**src/rtl/mcht_pkg.sv**
```systemverilog
// -----------------------------------------------------------------------------
// mcht_pkg
// Definitions shared by the MCHT receive path:
//   - mcht_rx_state_t : decoder FSM states (IDLE, DATA, GAP_WAIT)
//   - MCHT_RISE_BIT / MCHT_FALL_BIT : Manchester bit convention
//       '0' is a high->low mid-bit transition, '1' is low->high
//   - mcht_blank / mcht_tmo / mcht_gap : timing windows derived from the
//       half-bit length in clocks
// -----------------------------------------------------------------------------
package mcht_pkg;

  typedef enum logic [1:0] {
    IDLE     = 2'd0,
    DATA     = 2'd1,
    GAP_WAIT = 2'd2
  } mcht_rx_state_t;

  // Data value carried by a mid-bit edge of each polarity.
  localparam logic MCHT_RISE_BIT = 1'b1;
  localparam logic MCHT_FALL_BIT = 1'b0;

  // Edges closer than this to the previous mid-bit edge are bit boundaries.
  function automatic int mcht_blank(input int half_bit);
    return (3 * half_bit) / 2;
  endfunction

  // Latest acceptable position of a mid-bit edge; no edge by then is an error.
  function automatic int mcht_tmo(input int half_bit);
    return 2 * half_bit + half_bit / 2;
  endfunction

  // Consecutive high samples required before the next frame may start.
  function automatic int mcht_gap(input int half_bit);
    return 2 * half_bit;
  endfunction

endpackage

```
**src/rtl/mcht_rx_sync.sv**
```systemverilog
// -----------------------------------------------------------------------------
// mcht_rx_sync
// Brings the asynchronous serial line into the sampling clock domain and
// produces single-cycle rise/fall pulses plus the level they refer to.
//
// Optional build macro: MCHT_RX_GLITCH_FILT_EN
//   defined   : a 3-sample majority filter follows the synchronizer, rejecting
//               single-cycle glitches at the cost of 2 extra cycles of latency
//   undefined : the synchronizer output feeds the edge detector directly
//
// Ports
//   i_clk   in   sampling clock
//   i_rst   in   synchronous, active-high reset (line flops reset to idle high)
//   i_rxd   in   raw serial line, asynchronous to i_clk
//   o_line  out  filtered line level, aligned with o_rise/o_fall
//   o_rise  out  one-cycle pulse: line went low->high
//   o_fall  out  one-cycle pulse: line went high->low
// -----------------------------------------------------------------------------
module mcht_rx_sync (
  input  logic i_clk,
  input  logic i_rst,
  input  logic i_rxd,
  output logic o_line,
  output logic o_rise,
  output logic o_fall
);

  logic r_sync_p0;
  logic r_sync_p1;
  logic w_line;

  // --- stage p0/p1: two-flop synchronizer, reset to the idle-high level
  always_ff @(posedge i_clk) begin
    if (i_rst) begin
      r_sync_p0 <= 1'b1;
      r_sync_p1 <= 1'b1;
    end else begin
      r_sync_p0 <= i_rxd;
      r_sync_p1 <= r_sync_p0;
    end
  end

`ifdef MCHT_RX_GLITCH_FILT_EN
  logic r_filt_p2;
  logic r_filt_p3;
  logic r_maj_p4;

  function automatic logic maj3(input logic a, input logic b, input logic c);
    return (a & b) | (a & c) | (b & c);
  endfunction

  // --- stage p2..p4: majority of three consecutive samples, registered
  always_ff @(posedge i_clk) begin
    if (i_rst) begin
      r_filt_p2 <= 1'b1;
      r_filt_p3 <= 1'b1;
      r_maj_p4  <= 1'b1;
    end else begin
      r_filt_p2 <= r_sync_p1;
      r_filt_p3 <= r_filt_p2;
      r_maj_p4  <= maj3(r_sync_p1, r_filt_p2, r_filt_p3);
    end
  end

  assign w_line = r_maj_p4;
`else
  assign w_line = r_sync_p1;
`endif

  logic r_line_pe;
  logic r_rise_pe;
  logic r_fall_pe;

  // --- edge-detect stage: pulses and the level are registered together so
  // the decoder sees a pulse in the same cycle as the new line level
  always_ff @(posedge i_clk) begin
    if (i_rst) begin
      r_line_pe <= 1'b1;
      r_rise_pe <= 1'b0;
      r_fall_pe <= 1'b0;
    end else begin
      r_line_pe <= w_line;
      r_rise_pe <= w_line & ~r_line_pe;
      r_fall_pe <= ~w_line & r_line_pe;
    end
  end

  assign o_line = r_line_pe;
  assign o_rise = r_rise_pe;
  assign o_fall = r_fall_pe;

endmodule

```
**src/rtl/mcht_rx_dec.sv**
```systemverilog
// -----------------------------------------------------------------------------
// mcht_rx_dec
// Manchester line decoder for the MCHT receive link. Frame: idle high, start
// bit '0', pMSG_LEN data bits MSB first, return to idle high. The decoder
// locks on each mid-bit transition, rebuilds the message and offers it to the
// host through a valid/acknowledge handshake.
//
// Optional build macro: MCHT_RX_GLITCH_FILT_EN (see mcht_rx_sync); when
// defined every latency grows by 2 cycles.
//
// Parameters
//   pMSG_LEN   data bits per frame (2..32)
//   pHALF_BIT  clocks per Manchester half-bit (>= 4)
//
// Ports
//   CLK125M  in   sampling clock
//   RST      in   synchronous, active-high reset
//   RXD      in   raw serial line, asynchronous to CLK125M
//   RX_MSG   out  decoded message, stable while RX_VLD=1
//   RX_VLD   out  message available, held until acknowledged
//   RX_ACK   in   host consumes the message (ignored while RX_VLD=0)
//   RX_ERR   out  one-cycle pulse on a mid-bit timeout
//   RX_OVF   out  sticky: a frame completed while RX_VLD was still 1
// -----------------------------------------------------------------------------
module mcht_rx_dec
  import mcht_pkg::*;
#(
  parameter int pMSG_LEN  = 8,
  parameter int pHALF_BIT = 5
) (
  input  logic                CLK125M,
  input  logic                RST,
  input  logic                RXD,
  output logic [pMSG_LEN-1:0] RX_MSG,
  output logic                RX_VLD,
  input  logic                RX_ACK,
  output logic                RX_ERR,
  output logic                RX_OVF
);

  localparam int BLANK = mcht_blank(pHALF_BIT);
  localparam int TMO   = mcht_tmo(pHALF_BIT);
  localparam int GAP   = mcht_gap(pHALF_BIT);

  localparam int CNT_W = $clog2(TMO + 1);
  localparam int IDX_W = $clog2(pMSG_LEN);
  localparam int GAP_W = $clog2(GAP + 1);

  localparam logic [CNT_W-1:0] BLANK_C    = CNT_W'(BLANK);
  localparam logic [CNT_W-1:0] TMO_C      = CNT_W'(TMO);
  localparam logic [GAP_W-1:0] GAP_LAST_C = GAP_W'(GAP - 1);
  localparam logic [IDX_W-1:0] IDX_MSB_C  = IDX_W'(pMSG_LEN - 1);

  // Next value of the edge-spacing counter, saturating at the timeout.
  function automatic logic [CNT_W-1:0] sat_inc(input logic [CNT_W-1:0] v);
    return (v >= TMO_C) ? TMO_C : v + 1'b1;
  endfunction

  logic w_line;
  logic w_rise;
  logic w_fall;

  // --- front end: synchronizer, optional filter, edge pulses
  mcht_rx_sync u_sync (
    .i_clk  (CLK125M),
    .i_rst  (RST),
    .i_rxd  (RXD),
    .o_line (w_line),
    .o_rise (w_rise),
    .o_fall (w_fall)
  );

  mcht_rx_state_t      r_state;
  logic [CNT_W-1:0]    r_cnt;
  logic [IDX_W-1:0]    r_idx;
  logic [GAP_W-1:0]    r_gap;
  logic [pMSG_LEN-1:0] r_shift;

  logic                w_edge;
  logic [CNT_W-1:0]    w_elapsed;
  logic                w_bit;
  logic                w_mid_edge;
  logic                w_timeout;
  logic                w_last_bit;
  logic [pMSG_LEN-1:0] w_frame;
  logic                w_can_load;

  // r_cnt is cleared on the cycle of an accepted edge, so in any later cycle
  // the number of clocks since that edge is r_cnt+1. Windows are compared
  // against this elapsed count so that a nominal edge lands at 2*pHALF_BIT.
  assign w_edge     = w_rise | w_fall;
  assign w_elapsed  = sat_inc(r_cnt);
  assign w_bit      = w_rise ? MCHT_RISE_BIT : MCHT_FALL_BIT;
  assign w_mid_edge = (r_state == DATA) && w_edge && (w_elapsed >= BLANK_C);
  assign w_timeout  = (r_state == DATA) && !w_mid_edge && (w_elapsed == TMO_C);
  assign w_last_bit = (r_idx == '0);

  // The final bit is still being written into r_shift, so splice it in here.
  assign w_frame    = {r_shift[pMSG_LEN-1:1], w_bit};

  // A pending acknowledge frees the output register in the same cycle, so a
  // simultaneous load replaces the message instead of overflowing.
  assign w_can_load = !RX_VLD || RX_ACK;

  // --- data stage: shift register, written MSB first at each mid-bit edge
  always_ff @(posedge CLK125M) begin
    if (w_mid_edge) begin
      r_shift[r_idx] <= w_bit;
    end
  end

  // --- control stage: FSM, counters and host handshake
  always_ff @(posedge CLK125M) begin
    if (RST) begin
      r_state <= IDLE;
      r_cnt   <= '0;
      r_idx   <= '0;
      r_gap   <= '0;
      RX_MSG  <= '0;
      RX_VLD  <= 1'b0;
      RX_ERR  <= 1'b0;
      RX_OVF  <= 1'b0;
    end else begin
      RX_ERR <= 1'b0;
      r_cnt  <= w_elapsed;

      if (RX_VLD && RX_ACK) begin
        RX_VLD <= 1'b0;
      end

      case (r_state)
        IDLE: begin
          // Only the start bit's high->low mid transition opens a frame.
          if (w_fall) begin
            r_state <= DATA;
            r_cnt   <= '0;
            r_idx   <= IDX_MSB_C;
          end
        end

        DATA: begin
          if (w_mid_edge) begin
            r_cnt <= '0;
            if (w_last_bit) begin
              r_state <= GAP_WAIT;
              r_gap   <= '0;
              // The message is handed over at the last mid-bit edge; the
              // trailing gap only guards the start of the next frame.
              if (w_can_load) begin
                RX_MSG <= w_frame;
                RX_VLD <= 1'b1;
              end else begin
                RX_OVF <= 1'b1;
              end
            end else begin
              r_idx <= r_idx - 1'b1;
            end
          end else if (w_timeout) begin
            // Partial data is simply never loaded; the next frame overwrites it.
            RX_ERR  <= 1'b1;
            r_state <= GAP_WAIT;
            r_gap   <= '0;
          end
        end

        GAP_WAIT: begin
          if (!w_line) begin
            r_gap <= '0;
          end else if (r_gap == GAP_LAST_C) begin
            r_state <= IDLE;
            r_gap   <= '0;
          end else begin
            r_gap <= r_gap + 1'b1;
          end
        end

        default: begin
          r_state <= IDLE;
        end
      endcase
    end
  end

endmodule
```
**config.mk**
```make
export PLATFORM = sky130hd
export DESIGN_NAME = mcht_rx_dec
export DESIGN_NICKNAME = d
export VERILOG_FILES = /design/src/rtl/mcht_pkg.sv /design/src/rtl/mcht_rx_sync.sv /design/src/rtl/mcht_rx_dec.sv
export SDC_FILE = /design/constraint.sdc
export NUM_CORES = 1
export LEC_CHECK = 0
export ABC_CLOCK_PERIOD_IN_PS = 5200
export BUFFER_PORTS_ARGS = -buffer_cell sky130_fd_sc_hd__buf_2
export CAP_MARGIN = 0
export CELL_PAD_IN_SITES_DETAIL_PLACEMENT = 0
export CELL_PAD_IN_SITES_GLOBAL_PLACEMENT = 1
export CORE_MARGIN = 4
export CORE_UTILIZATION = 48
export CTS_CLUSTER_DIAMETER = 40
export DETAILED_ROUTE_END_ITERATION = 6
export GPL_TIMING_DRIVEN = 0
export PLACE_DENSITY = 0.8
export SLEW_MARGIN = 20
export SYNTH_ARGS = -nofsm -noshare
export SYNTH_HDL_FRONTEND = slang
export SYNTH_SLANG_ARGS = --single-unit
export TNS_END_PERCENT = 1
```
**constraint.sdc**
```tcl
create_clock -name CLK125M -period 5.2 [get_ports CLK125M]
set_input_delay 0.52 -clock CLK125M [delete_from_list [all_inputs] [get_ports CLK125M]]
set_output_delay 0.52 -clock CLK125M [all_outputs]
set_load 0.02 [all_outputs]
```
* Yosys cells after proc, flatten, opt, wreduce, memory -nomap -nowiden *
Index checks and enable logic that the tools add are counted.

word-level totals
  bits in registers = 37
  bits of input ports = 4
  logic and storage cells = 89
  output and inout port bits = 11

cells by class
  bitwise logic cells = 7
  equal/unequal tests = 11
  magnitude comparators = 4
  mux-type cells = 31
  reductions and logical operators = 19
  $add $sub $neg = 3

operators by type and width
  kind                                                                                 number
  4-bit two-way mux                                                                    8
  4-bit one-hot mux with 2 select lines                                                2
  2-bit two-way mux                                                                    6
  4-bit AND reduction                                                                  3
  3-bit two-way mux                                                                    3
  4-bit by 1-bit adder with 4-bit output, second input constant                        2
  8-bit bitwise mux                                                                    1
  4-bit == test, second input constant                                                 2
  1-bit two-way mux                                                                    8
  1-bit logical AND                                                                    6
  2-bit inequality test, second input constant                                         3
  3-bit inequality test, second input constant                                         2
  2-bit one-hot mux with 3 select lines                                                1
  3-bit one-hot mux with 2 select lines                                                1
  5-bit AND reduction                                                                  1
  4-bit by 3-bit greater-or-equal comparator with 1-bit output, second input constant  1
  4-bit greater-or-equal comparator, second input constant                             1
  3-bit by 4-bit < comparator with 1-bit output, second input constant                 1
  2-bit by 1-bit inequality test with 1-bit output, second input constant              2
  1-bit inverter                                                                       4
  2-bit nonzero test                                                                   2
  1-bit demux with 3-bit select                                                        1
  3-bit by 1-bit greater-or-equal comparator with 1-bit output, second input constant  1
  3-bit logical NOT                                                                    1
  other kinds (10)                                                                     12

* Logic depth before layout (Yosys ltp) *
  depth in word-level cells = 10
  depth in mapped cells = 7

* Modules after synthesis *
A second synthesis with hierarchy kept.

unflattened totals
  cell total of the unflattened synthesis = 158
  area total of the unflattened synthesis = 1,560.2 µm²

modules (own cells, without submodules)
  module        cells each  instances  area each (µm²)  seq. area each (µm²)
  mcht_rx_dec   148         1          1,426.4          690.7
  mcht_rx_sync  10          1          133.9            100.1

* Worst setup path before layout *
No wires, ideal clock.

  path type = register to register
  from = reg r_idx[0]
  to = reg r_idx[2]
  library setup time = 0.120 ns
  required time = 5.080 ns
  slack = 3.539 ns
  arrival = 1.541 ns
  cell stages (with the launch flop) = 7
  cell sequence = dfxtp_1 inv_1 ha_1 nor2b_1 a211oi_1 a31oi_1 o31a_1

on the way
  cells in the longest elaborated chain, start to end = 4

RTL lines
  element                                      line                text
  from (decl)                                  mcht_rx_dec.sv:75   logic [IDX_W-1:0] r_idx;
  from (signal assigned)                       mcht_rx_dec.sv:156  r_idx <= r_idx - 1'b1;
  3-bit by 1-bit subtractor with 3-bit output  mcht_rx_dec.sv:156
  3-bit two-way mux                            mcht_rx_dec.sv:144  if (w_last_bit) begin
  3-bit two-way mux                            mcht_rx_dec.sv:142  if (w_mid_edge) begin
  3-bit one-hot mux with 2 select lines        mcht_rx_dec.sv:131  case (r_state)

Parallel ways exist; a longest one is shown, timed or not. The select of a mux whose other input is x is not followed.
A chain may end at the register's enable or synchronous reset.

* Final worst setup path *
  from = reg r_idx[0]
  to = reg r_idx[1]

Same word-level chain as after synthesis.

==> impl.org <==
** Critical path
- Critical path type :: flip-flop to flip-flop
- Max Fanout on Critical Path :: 7
- For the worst setup path, the data arrival time is about 2300 ps.
- CP Launch Type :: flip-flop
- Worst setup EP type :: flip-flop
- STA puts the critical path data required time at 5440 ps.

** Drt
- The first detailed-routing pass ran for 4 iterations.
- After the first detailed-routing iteration, the DRC count stood at 100.
- For this block, the via count after detailed routing is approximately 1400.
- Sum of routed wire length over all layers :: around 3500 um
- Vias per cell :: 5.78
- Post-route antenna net violation count :: 0
- Number of DRC violations after detailed routing :: 0
- After detailed routing, the average wire length per cell comes to between 10 and 15 um.

** Floorplan
- For this design the top-level I/O count stands at 15.
- Number of core rows :: 20
- DIE AREA :: between 4000 and 5000 sq um
- The total area inside the core boundary comes to around 3200 sq um.
- Die height :: between 60 and 70 um
- Initial core utilization :: between 50% and 60%
- The die is 66.5 um wide.

** Clocking
- Source-to-sink clock delay at the later pin of the worst-skew pair :: 350 ps
- In this run the number of H-tree levels came out at 2.
- Number of resized instances in the post-cts repair step :: 0
- No sink is reached through more buffers than the 2 on the longest clock path.
- Clock edge transition at the registers on the reported setup and hold paths :: 100 ps
- Once the clock tree was built, the setup fixing pass inserted 0 buffers.
- Clk Tree Root Cell :: sky130_fd_sc_hd__clkbuf_4
- Hold buffer count at cts :: 0
- CTS tree :: built
- Buffers inserted during clock tree synthesis total 5.
- CTS saw 36 sinks.

** Synth
- Number of flops mapped to enable cells by yosys :: 7
- For this run, the register share of the synthesized area comes to between 40% and 50%.
- Async set or reset register ratio after synthesis :: 0%
- The mapped netlist covers around 1600 sq um.
- Commonest register cell after synthesis :: sky130_fd_sc_hd__dfxtp_1
- Mean instance size in the synthesized netlist :: 9.66 sq um
- Cell count after synthesis :: 170
- Synth Net Count :: approximately 180
- Flip-flop and latch count after synthesis :: 36
- Distinct cell type count of the synthesized netlist :: 43
- Total of warnings raised by yosys :: 0

** Placement
- Worst slack after detailed placement :: 3240 ps
- Input and output buffers added on the ports amount to 14.
- Detailed placer's ending HPWL :: around 2600 um
- At the end of routability-driven placement, the weighted congestion stood at between 0.8 and 0.9.

** Timing
- Final clock period utilization by the worst path :: ~39%
- Once routing completed, OpenROAD measured the worst setup slack at 3180 ps.
- The worst path needs 2020 ps of the cycle, external delays included.
- Slew @ Worst Pin :: ~510 ps
- Sum of negative setup slack :: 0 ps
- Finish-stage setup viols :: 0
- Setup repair after global routing missed its margin :: false
- Slew Limit Fails :: 0
- Timing would allow up to between 400 and 500 MHz.
- In this run the tightest slew margin relative to its limit is between 60 and 70%.
- Worst clock skew on the final layout :: between 10 and 15 ps
- Number of endpoints with negative hold slack in the final report :: 0

** Cells and area
- The number of antenna diodes in the final layout is 0.
- For this run, the post-layout net count is 200.
- After filler insertion, the fill cell instance count of the layout stands at 303.
- The post-route netlist has between 10% and 20% of its cells at a drive strength greater than 1.
- Compared with the post-synthesis result, the final layout area differs by 12.3%.
- Final standard cell utilization of the core :: 58.5%

** Min path
- The worst hold path belongs to the class input port to flip-flop.

** Global route
- The first global-routing pass estimated roughly 5800 um of wire.
- Number of antenna violations at the first check in global routing :: 0
- Overall global routing resource usage :: about 18%
- For this run the aggregate overflow at the end of global routing stands at 0.
- The via count of the first global-routing pass is around 1200.
- Maximum number of pins on one net before global-route repair :: 12

** Pwr
- IR drop worst, VDD :: about 230 uV
- For this design the static power due to leakage is ~0.00066 uW.
- In this run the power density over the cells is roughly 280 nW/um^2.

** Flow run
- Maximum capacitance violations :: 0

** Outcome
- Result of the run :: finished, final reports clean
[layer usage]
| metal | vias to the layer above | routed length [um] | track usage (%) |
|---|---|---|---|
| li1 | 686 | - | - |
| met1 | 630 | 1690 | 23.5 |
| met2 | 41 | 1550 | 26.3 |
| met3 | 8 | 207 | 4.22 |
| met4 | 0 | 78 | 9.14 |
| met5 | - | 0 | 0 |
[stage by stage]
stage | hold WS (ps) | cells | cell area, sq um | power [uW]
after floorplan | 389 | 170 | 1640 | 327
after global placement | 393 | 228 | 1770 | 336
after detailed placement | 403 | 228 | 1770 | 338
after CTS | 340 | 236 | 1840 | 530
after global routing | 346 | 236 | 1840 | 548
final | 350 | 236 | 1840 | 525
[Yosys cell counts (2+ instances only)]
library cell,instances,area [sq um]
sky130_fd_sc_hd__a21oi_1,11,55.1
sky130_fd_sc_hd__or2_2,3,18.8
sky130_fd_sc_hd__nor2b_1,4,25.0
sky130_fd_sc_hd__o21ai_0,2,10.0
sky130_fd_sc_hd__inv_1,7,26.3
sky130_fd_sc_hd__a31oi_1,3,18.8
sky130_fd_sc_hd__o31a_1,2,17.5
sky130_fd_sc_hd__ha_1,5,62.6
sky130_fd_sc_hd__nor3_1,5,25.0
sky130_fd_sc_hd__nand2b_1,5,31.3
sky130_fd_sc_hd__dfxtp_1,29,581
sky130_fd_sc_hd__o31ai_1,10,75.1
sky130_fd_sc_hd__nand3_1,7,35.0
sky130_fd_sc_hd__nand4b_1,2,17.5
sky130_fd_sc_hd__clkbuf_1,2,7.51
sky130_fd_sc_hd__nor4_1,4,25.0
sky130_fd_sc_hd__nand2_1,6,22.5
sky130_fd_sc_hd__o221ai_1,2,17.5
sky130_fd_sc_hd__or3_1,2,12.5
sky130_fd_sc_hd__and2_1,3,18.8
sky130_fd_sc_hd__xnor2_1,2,17.5
sky130_fd_sc_hd__o211ai_1,2,15.0
sky130_fd_sc_hd__nand3b_1,2,15.0
sky130_fd_sc_hd__nor2_1,9,33.8
sky130_fd_sc_hd__edfxtp_1,7,210
sky130_fd_sc_hd__nand4_1,8,50.1
sky130_fd_sc_hd__and3_1,2,12.5
sky130_fd_sc_hd__a211oi_1,2,15.0
sky130_fd_sc_hd__buf_2,5,25.0
sky130_fd_sc_hd__and4_1,2,17.5
sky130_fd_sc_hd__o21a_1,3,22.5
[flip-flops by register name, summed over array words and instances (netlist names), 2 cells and up]
signal	count
r_state	2
r_cnt	4
RX_MSG	8
r_gap	4
r_shift	7
r_idx	3
[cells by family after synthesis]
kind of cell               share of synthesized area [%]
and+or+nand+nor                                     23.6
AOI/OAI and AO/OA                                   19.0
adders and majority gates                           3.81
buffers and inverters                               3.81
DFF                                                 48.1
xor gates and xnor gates                            1.60
[final timing paths]
path,to,startpoint,depth (start not counted),slack (ps)
worst max-delay path,r_idx[1]$_SDFFE_PP0P_,r_idx[0]$_SDFFE_PP0P_,6,3180
worst min-delay path,u_sync.r_sync_p0$_SDFF_PP1_,RXD,2,350
worst min register to register,u_sync.r_sync_p1$_SDFF_PP1_,u_sync.r_sync_p0$_SDFF_PP1_,1,430
worst max register to register,r_idx[1]$_SDFFE_PP0P_,r_idx[0]$_SDFFE_PP0P_,6,3180
[critical path: stages, from the launching register on]
cell and delay, ps:
sky130_fd_sc_hd__dfxtp_1 460, sky130_fd_sc_hd__inv_1 100, sky130_fd_sc_hd__ha_1 220, sky130_fd_sc_hd__nor2b_1 180, sky130_fd_sc_hd__a211oi_1 450, sky130_fd_sc_hd__nand2_1 160, sky130_fd_sc_hd__a221oi_1 350
[final cells by class]
class	instances	area, sq um	area share [%]
buffer	8	36.3	1.97
clock inverter	2	35.0	1.90
multi-input combinational	119	790	42.8
sequential	36	791	42.9
timing repair buffer	14	70.1	3.80
inverter	7	26.3	1.42
tap	44	55.1	2.99
clock buffer	6	41.3	2.24
[placed cells by master, fill, tap and decap left out, types with 2 or more instances in the layout]
master and n:
sky130_fd_sc_hd__and2_1 3, sky130_fd_sc_hd__a31oi_1 3, sky130_fd_sc_hd__edfxtp_1 7, sky130_fd_sc_hd__nor4_1 4, sky130_fd_sc_hd__nor3_1 5, sky130_fd_sc_hd__clkbuf_1 3
sky130_fd_sc_hd__a211oi_1 2, sky130_fd_sc_hd__inv_1 7, sky130_fd_sc_hd__o21a_1 3, sky130_fd_sc_hd__clkbuf_4 5, sky130_fd_sc_hd__nand2b_1 5, sky130_fd_sc_hd__nand3_1 7
sky130_fd_sc_hd__nand4b_1 2, sky130_fd_sc_hd__a21oi_1 11, sky130_fd_sc_hd__dfxtp_1 29, sky130_fd_sc_hd__or2_2 3, sky130_fd_sc_hd__o31a_1 2, sky130_fd_sc_hd__nor2b_1 4
sky130_fd_sc_hd__nand4_1 8, sky130_fd_sc_hd__or3_1 2, sky130_fd_sc_hd__buf_2 19, sky130_fd_sc_hd__xnor2_1 2, sky130_fd_sc_hd__and3_1 2, sky130_fd_sc_hd__o221ai_1 2
sky130_fd_sc_hd__nor2_1 9, sky130_fd_sc_hd__o21ai_0 2, sky130_fd_sc_hd__o211ai_1 2, sky130_fd_sc_hd__o31ai_1 10, sky130_fd_sc_hd__nand2_1 6, sky130_fd_sc_hd__ha_1 5
sky130_fd_sc_hd__and4_1 2, sky130_fd_sc_hd__nand3b_1 2
[power breakdown]
part | switching [uW] | internal, uW | total [uW]
logic | 25.2 | 12.7 | 37.9
registers | 5.58 | 288 | 294
clock network | 92.3 | 101 | 193
total | 123 | 402 | 525
(Power assumes the default switching activity.)
